$ cat src/rtl/multicycle_ctrl.sv
// Control FSM for the multi-cycle CPU: sequences the shared ALU, memory port and register file,
// with a memory wait-state handshake, a memory timeout and a retired-instruction counter.
module multicycle_ctrl #(
    parameter int unsigned TIMEOUT = 15,
    parameter int unsigned CNT_W   = 16
) (
    input  logic             clk,
    input  logic             rst_n,
    input  logic [6:0]       opcode,
    input  logic             zero,
    input  logic             mem_ready,
    output logic             pc_we,
    output logic             pc_src,
    output logic             ir_we,
    output logic             iord,
    output logic             mem_rd,
    output logic             mem_wr,
    output logic             reg_we,
    output logic             mem_to_reg,
    output logic [1:0]       alu_src_a,
    output logic [1:0]       alu_src_b,
    output logic [1:0]       alu_op,
    output logic             illegal,
    output logic             timeout,
    output logic [CNT_W-1:0] retired,
    output logic [3:0]       state_dbg
);

    localparam int unsigned WAIT_W = (TIMEOUT > 1) ? $clog2(TIMEOUT) : 1;
    localparam logic [WAIT_W-1:0] WAIT_LAST = WAIT_W'(TIMEOUT - 1);
    localparam logic TIMEOUT_EN = (TIMEOUT != 0);

    localparam logic [6:0] OP_LOAD   = 7'b0000011;
    localparam logic [6:0] OP_STORE  = 7'b0100011;
    localparam logic [6:0] OP_RTYPE  = 7'b0110011;
    localparam logic [6:0] OP_BRANCH = 7'b1100011;

    typedef enum logic [3:0] {
        S_FETCH    = 4'd0,
        S_DECODE   = 4'd1,
        S_MEM_ADDR = 4'd2,
        S_MEM_RD   = 4'd3,
        S_LD_WB    = 4'd4,
        S_MEM_WR   = 4'd5,
        S_EXEC_R   = 4'd6,
        S_R_WB     = 4'd7,
        S_BRANCH   = 4'd8,
        S_HALT     = 4'd9
    } state_t;

    state_t              state;
    state_t              state_next;
    logic [WAIT_W-1:0]   wait_cnt;
    logic                is_mem;
    logic                set_illegal;
    logic                set_timeout;
    logic                retire;

    // Next-state logic, including the memory timeout escape to HALT
    always_comb begin
        state_next  = state;
        is_mem      = 1'b0;
        set_illegal = 1'b0;
        set_timeout = 1'b0;
        case (state)
            S_FETCH: begin
                is_mem = 1'b1;
                if (mem_ready) state_next = S_DECODE;
            end
            S_DECODE: begin
                case (opcode)
                    OP_LOAD, OP_STORE: state_next = S_MEM_ADDR;
                    OP_RTYPE:          state_next = S_EXEC_R;
                    OP_BRANCH:         state_next = S_BRANCH;
                    default: begin
                        state_next  = S_HALT;
                        set_illegal = 1'b1;
                    end
                endcase
            end
            S_MEM_ADDR: state_next = (opcode == OP_LOAD) ? S_MEM_RD : S_MEM_WR;
            S_MEM_RD: begin
                is_mem = 1'b1;
                if (mem_ready) state_next = S_LD_WB;
            end
            S_LD_WB:  state_next = S_FETCH;
            S_MEM_WR: begin
                is_mem = 1'b1;
                if (mem_ready) state_next = S_FETCH;
            end
            S_EXEC_R: state_next = S_R_WB;
            S_R_WB:   state_next = S_FETCH;
            S_BRANCH: state_next = S_FETCH;
            S_HALT:   state_next = S_HALT;
            default:  state_next = S_FETCH;
        endcase
        // A ready on the final wait cycle still completes the access
        if (is_mem && !mem_ready && TIMEOUT_EN && (wait_cnt == WAIT_LAST)) begin
            state_next  = S_HALT;
            set_timeout = 1'b1;
        end
    end

    assign retire = (state_next == S_FETCH) && (state != S_FETCH);

    // State, wait counter, sticky faults and retire counter
    always_ff @(posedge clk) begin
        if (!rst_n) begin
            state    <= S_FETCH;
            wait_cnt <= '0;
            retired  <= '0;
            illegal  <= 1'b0;
            timeout  <= 1'b0;
        end else begin
            state <= state_next;
            if (state_next != state) begin
                wait_cnt <= '0;
            end else if (is_mem && !mem_ready) begin
                wait_cnt <= wait_cnt + WAIT_W'(1);
            end
            illegal <= illegal | set_illegal;
            timeout <= timeout | set_timeout;
            retired <= retired + CNT_W'(retire);
        end
    end

    // Moore output decode; only FETCH and BRANCH look at an input
    always_comb begin
        pc_we      = 1'b0;
        pc_src     = 1'b0;
        ir_we      = 1'b0;
        iord       = 1'b0;
        mem_rd     = 1'b0;
        mem_wr     = 1'b0;
        reg_we     = 1'b0;
        mem_to_reg = 1'b0;
        alu_src_a  = 2'b00;
        alu_src_b  = 2'b00;
        alu_op     = 2'b00;
        case (state)
            S_FETCH: begin
                mem_rd    = 1'b1;
                alu_src_b = 2'b01;
                ir_we     = mem_ready;
                pc_we     = mem_ready;
            end
            S_DECODE: begin
                alu_src_a = 2'b01;
                alu_src_b = 2'b11;
            end
            S_MEM_ADDR: begin
                alu_src_a = 2'b10;
                alu_src_b = 2'b10;
            end
            S_MEM_RD: begin
                mem_rd = 1'b1;
                iord   = 1'b1;
            end
            S_LD_WB: begin
                reg_we     = 1'b1;
                mem_to_reg = 1'b1;
            end
            S_MEM_WR: begin
                mem_wr = 1'b1;
                iord   = 1'b1;
            end
            S_EXEC_R: begin
                alu_src_a = 2'b10;
                alu_op    = 2'b10;
            end
            S_R_WB: reg_we = 1'b1;
            S_BRANCH: begin
                alu_src_a = 2'b10;
                alu_op    = 2'b01;
                pc_src    = 1'b1;
                pc_we     = zero;
            end
            default: ;
        endcase
    end

    assign state_dbg = 4'(state);

endmodule
$ cat config.mk
export PLATFORM = sky130hd
export DESIGN_NAME = multicycle_ctrl
export DESIGN_NICKNAME = d
export VERILOG_FILES = /design/src/rtl/multicycle_ctrl.sv
export SDC_FILE = /design/constraint.sdc
export NUM_CORES = 1
export LEC_CHECK = 0
export ABC_AREA = 1
export CORE_ASPECT_RATIO = 0.6
export CORE_MARGIN = 3
export CORE_UTILIZATION = 42
export DETAILED_ROUTE_END_ITERATION = 10
export PLACE_DENSITY = 0.76
export SLEW_MARGIN = 0
export SYNTH_ARGS = -nofsm -noshare
export SYNTH_HDL_FRONTEND = slang
export SYNTH_SLANG_ARGS = --single-unit
$ cat constraint.sdc
create_clock -name clk -period 2.6 [get_ports clk]
set_clock_uncertainty 0.2 [all_clocks]
set_input_delay 0.52 -clock clk [delete_from_list [all_inputs] [get_ports clk]]
set_output_delay 0.52 -clock clk [all_outputs]
set_load 0.02 [all_outputs]
==> impl_results.md <==
- Normalized max-slew margin: 65.7%
- Most common cell after layout, fill and taps aside: buf_4
- Ys Warns: 0
- Die width: 83.5 um
- Max Fanout on Critical Path: 4
- Hold Crit Start: illegal
- Total CTS buffers: 3
- Yosys reg bits: 26
- Most crowded layer after global routing: met2
- Vias/cell: 5.32
- CTS sink count: 26
- Peak supply drop: 0.339 mV
- Routed Antenna Nets: 0
- R2r worst-path depth: 21
- Met2 Usage GRT: 36.7%
- CTS root buf: clkbuf_8
- Area delta synth->final: 81.3%
- Share of cells above drive strength 1: 41.2%
- Pwr Density: 398 nW/um^2
- Min Hold Slack: 262 ps
- First-pass GRT wire length: 8310 um
- Crit end category: register
- Mean post-synth cell area: 6.78 um^2
- CP Class: reg2reg
- CP Launch Type: register
- Slowest stage delay, CP: 380 ps
- Routed WL per cell: 16.0 um
- LEAKAGE: 1.31 nW
- Setup Viol. Count Final: 9
- Hold EP: illegal
- Pre-Repair DR Iteration Count: 5
- GRT met3 Usage: 6.59%
- # diodes: 0
- Hold Vio Cnt, Final: 0
- RSZ-0062 raised after global routing: yes
- Initial antenna violation count: 0
- Die area: 4380 um^2
- Min Tclk post-route: 2950 ps
- DP Area: 2300 um^2
- Worst EP required: 2550 ps
- Critical Path AT: 2900 ps
- Skew-Pair Late Insertion Delay: 280 ps
- Worst R2R Start: state_dbg[0]
- Register area share after synthesis: 34.4%
- Syn nets: 238
- Worst Hold Class: reg2reg
- Synth Instances: 223
- Worst reg2reg endpoint: retired[15]
- Area of the core: 3340 um^2
- Vias: 1995
- Total Wirelength: 5990 um
- Die Y: 52.5 um
- Fin. max-slew vios: 0
- Overall Power: 1.09 mW
- Netlist cell types: 27
- R2r setup slk: -350 ps
- Crit share post-route: 113%
- Crit-path slowest cell: dfxtp_4
- Clk slew on worst S/H paths: 90 ps
- I/O pin cnt: 47
- Port bufs: 46
- Max-cap violations: 0
- H-tree levels: 1
- Commonest cells after routing, fill and taps aside: buf_4 (58), nand2_1 (34), clkdlybuf4s50_1 (30), inv_1 (28), dfxtp_1 (22)
- DR DRC count: 0
- Gpl congestion: 0.941
- Initial DRC count: 205
- Fin nets: 346
- Total grt overflow: 0
- GR met1 Demand/Resource: 32.7%
- Number of global-route vias before repair: 1727
- DP HPWL: 3370 um
- Hold Path Stages: 2
- Max Clock Freq: 0.339 GHz
- CTS tree: built
- Clock Path Buffers: 2
- Finished Cell Area: 2740 um^2
- Slew at the pin closest to its max-slew limit: 514 ps
- Total GRT Usage: 24.0%
- Worst setup margin: -351 ps
- Starting density of the core: 45.2%
- Rows: 16
- Pin count of the biggest net entering global routing: 16
- Violated checks: negative setup slack
- Synthesized area: 1510 um^2
- Status: finished, violations left
- Worst-path cell chain: inv_2 -> nand2_2 -> inv_2 -> nand2_1 -> buf_4 -> nand4_1 -> nand2_4 -> nand3_2 -> nor2_2 -> ha_2 -> buf_6 -> nand3_4 -> inv_2 -> nand2_2 -> nor2_4 -> nand3_2 -> nor2_2 -> nand2_2 -> nor2_2 -> nand2_1 -> nor3b_2
[cells in the mapped netlist]
cell type	instances	area, um^2
nor3_2	2	20.0
nor2_2	7	43.8
nand3_1	21	105
and3_1	1	6.26
nand3_2	2	20.0
or2_2	1	6.26
nand4_1	3	18.8
buf_4	1	7.51
a21oi_1	15	75.1
a21boi_1	1	7.51
nor2_1	26	97.6
inv_2	3	11.3
inv_1	34	128
nor3b_1	1	7.51
nand2_1	47	176
xor2_1	3	26.3
nand2_2	3	18.8
xnor2_1	1	8.76
o21ai_0	6	30.0
ha_1	4	50.1
dfxtp_1	26	521
nand3_4	2	35.0
o21a_1	1	7.51
nor3_1	6	30.0
nor3b_2	2	25.0
nor2_4	2	22.5
clkbuf_1	2	7.51
[power by group]
part | leakage (nW) | internal [mW] | switching [mW]
Clock | 0.0357 | 0.206 | 0.134
Combinational | 1.06 | 0.148 | 0.178
Sequential | 0.213 | 0.409 | 0.0155
[cell families (layout without fill, tap and decap cells)]
family                   Yosys count  in the layout  share of synthesized area [%]
adder cells (fa/ha/maj)            4              4                           3.31
AO/OA/AOI/OAI                     23             23                           7.94
buffers and inverters             40            147                           10.2
XOR/XNOR                           4              4                           2.32
flip-flops                        26             26                           34.4
AND/OR/NAND/NOR                  126            126                           41.9
[worst max path at each step]
stage,start,endpoint,slack [ps],cells after the start
2_1_floorplan,opcode[2],retired[12],-90,19
3_3_place_gp,opcode[4],retired[12],-640,18
3_5_place_dp,opcode[4],retired[12],-800,18
4_1_cts,state_dbg[3],retired[12],-200,17
5_1_grt,state_dbg[0],retired[15],-470,21
6_report,state_dbg[0],retired[15],-350,21
[sequential cells by signal (all words and copies together), names as in the netlist]
signal,cells
illegal,1
retired,16
state_dbg,4
timeout,1
wait_cnt,4
[per-layer routing]
layer  wire, um  vias up
met3        509       28
met2       2700      123
li1           -      918
met1       2540      926
met5          0        -
met4        246        0
[cell type report]
class / count / area [um^2]
inverters: 37 / 139
flip-flops and latches: 26 / 536
fillers: 206 / 601
clock buffers: 3 / 41.3
clock inverters: 1 / 30.0
multi-input cells: 157 / 1030
well taps: 45 / 56.3
repair buffers: 106 / 906
[per-stage QoR]
| stage | setup WS [ps] | setup TNS (ps) | util (%) | std cells |
|---|---|---|---|---|
| 6_report | -351 | -1720 | 82.0 | 375 |
| 5_1_grt | -467 | -2810 | 82.0 | 375 |
| 4_1_cts | -199 | -795 | 76.2 | 366 |
| 3_5_place_dp | -796 | -5640 | 68.8 | 347 |
| 3_3_place_gp | -641 | -4680 | 68.8 | 347 |
| 2_1_floorplan | -92.8 | -92.8 | - | 223 |
[worst max-delay path: cells and delay by family (launching register included)]
kind                       cells  cell delay, ps
and+or+nand+nor               15            1590
buffers and inverters          5             420
DFF                            1             380
adders and majority gates      1             230
[timing repair]
| action | CTS | global route |
|---|---|---|
| buffers inserted | 15 | 13 |
| hold buffers | 0 | 0 |
| resized for setup | 53 | 38 |
| gates cloned | 0 | 0 |
| pin swaps | 20 | 27 |
| setup endpoints to repair | 12 | 17 |
(Power assumes the default switching activity.)
==> patch: new RTL, same settings <==
The parameter `TIMEOUT` goes from 15 to 14.
--- a/src/rtl/multicycle_ctrl.sv
+++ b/src/rtl/multicycle_ctrl.sv
@@ -3,3 +3,3 @@
 module multicycle_ctrl #(
-    parameter int unsigned TIMEOUT = 15,
+    parameter int unsigned TIMEOUT = 14,
     parameter int unsigned CNT_W   = 16
Check against the original RTL: no difference found for any inputs over 10 cycles, from zero or initial values and one cycle with rst_n low; that may be too few to reach the edited logic, so the function may still have changed.
==> patch against the original RTL <==
Critical path depth down 1. Core utilization up 8.9 points. Critical path type unchanged. Worst setup slack worse by 130 ps. Wire length grew 39%. Power rose by 7.3%. Sequential share of layout area is 2.1 points lower. Area after synthesis increased by 1.7%. Sequential cell count unchanged. Cell count increased by 7.5%. Cell area grew 12%. Highest routed layer unchanged. Largest power group is now combinational cells. Critical endpoint is now retired[12]. Global-route usage is 4.7 points higher. The run still ends with setup timing left.
==> patch: results (changes against the original RTL) <==
final_layout:
  final_layout_size_suffix_gt1_share_pct: 48.9  # +7.7 points
  num-nets-final: 374  # +8.1%
  fillerInstances: 130  # -37%
  max_reg_flops: 16  # unchanged
  n_antenna_cell: 0  # unchanged
yosys:
  synth_area_per_cell_um2: 6.66  # -1.9%
  netlist_cell_types: 29  # +7.4%
  syn-num-nets: 246  # +3.4%
  synth-seq-area-share_pct: 33.8  # -0.56 points
  synth_top_cells_by_area: "sky130_fd_sc_hd__dfxtp_1, sky130_fd_sc_hd__nand2_1, sky130_fd_sc_hd__inv_1"
  synth_commonest_cells: "sky130_fd_sc_hd__nand2_1, sky130_fd_sc_hd__inv_1, sky130_fd_sc_hd__nor2_1"
  synthArstFlopShare_pct: 0  # unchanged
worst_setup_path:
  cp.arrival_ps: 3050  # +150 ps
  slowest_delay_ps: 430  # +50 ps
  timing.critical_path.slowest_stage_cell: "sky130_fd_sc_hd__dfxtp_4"
detailed_routing:
  wl_met3_um: 880  # +73%
  pre_antenna_drt_iters: 4  # -1
  drt_first_iter_violations: 191  # -6.8%
  met2_length_mm: 3.64  # +35%
  finalWirelength_mm: 8.32  # +39%
  vias: 2342  # +17%
  wl_met1_mm: 3.10  # +22%
  vias_per_cell: 5.81  # +9.2%
cts:
  cts_bufs_inserted: 3  # unchanged
  clk_lat_worst_skew_ps: 290
  cts.repair_timing.setup_buffer_count: 28  # +13
  cts_root_buf: "sky130_fd_sc_hd__clkbuf_8"
  clkSlewWorstSetupHoldPaths_ps: 90  # about the same
  postCtsResizedCells: 86  # +62%
global_route:
  grt_usage_pct: 28.7  # +4.7 points
  use_met1_pct: 35.5  # +2.8 points
  grt_pass1_wl_mm: 9.84  # +18%
  grtUsageMet2_pct: 50.1  # +13 points
  grt_pass1_vias: 1995  # +16%
  global_route.usage.met3_pct: 5.44  # -1.2 points
  grt_max_degree: 15  # -1
worst_hold_path:
  hp-class: "flop to flop"
pwr:
  leakage_nw: 1.50  # +15%
  powerComb_mw: 0.452  # +39%
  worst_ir_drop_vdd_mv: 0.481  # +42%
  share_seq_of_total_power_pct: 37.2  # -1.8 points
  power_switching_share_pct: 34.9  # +4.9 points
  power.total_mw: 1.17  # +7.3%
place:
  hpwl_mm: 3.57  # +6.0%
  placedCellCount: 362  # +4.3%
  finalWeightedCongestion: 0.877  # -6.8%
sta:
  layout_setup_ws_ps: -484  # -133 ps
  slew_headroom_pct: 65.8  # +0.11 points
  final_count_of_negative_setup_slack_endpoints: 18  # +9
status:
  failed_checks: "setup timing"
  status: "complete, but fails checks"
## patch: changes by cell type after synthesis, moves of 4 or more
cell,change
sky130_fd_sc_hd__a21oi_1,-4
sky130_fd_sc_hd__nand3_2,+4
sky130_fd_sc_hd__nand3_1,-9
sky130_fd_sc_hd__nor2_1,+5
sky130_fd_sc_hd__inv_1,+5
## patch: cells by family (layout without fill, tap and decap cells)
kind of cell | Yosys count | in the layout | share of synthesized area (%)
AND/OR/NAND/NOR | 127 | 127 | 40.8
buffers and inverters | 47 | 174 | 11.7
flip-flops | 26 | 26 | 33.8
AO/OA/AOI/OAI | 23 | 23 | 8.05
adder cells (fa/ha/maj) | 4 | 4 | 3.25
XOR/XNOR | 4 | 4 | 2.28
## patch: area by class of cell
| class | instances | area, um^2 | area share [%] |
|---|---|---|---|
| Clock buffer | 4 | 55.1 | 1.79 |
| Inverter | 44 | 198 | 6.43 |
| Multi-Input combinational cell | 158 | 1130 | 36.7 |
| Sequential cell | 26 | 537 | 17.5 |
| Tap cell | 45 | 56.3 | 1.83 |
| Timing Repair Buffer | 126 | 1100 | 35.8 |
## patch: worst paths after layout
| kind | start | to | slack, ps | cells past startpoint |
|---|---|---|---|---|
| hold / removal | illegal | illegal | 270 | 2 |
| setup / recovery | state_dbg[1] | retired[12] | -480 | 20 |
| hold reg to reg | illegal | illegal | 270 | 2 |
| setup reg to reg | state_dbg[1] | retired[12] | -480 | 20 |
## patch: through the flow
stage	instance area, um^2	TNS, ps	hold WS (ps)	setup slack, ps	utilization (%)
global placement	2440	-7640	243	-847	72.1
detailed placement	2440	-9360	255	-1020	72.1
finish	3080	-3290	267	-484	90.9
CTS	2840	-525	271	-173	83.9
global route	3080	-4590	298	-564	90.9
floorplan	1620	-287	294	-123	-
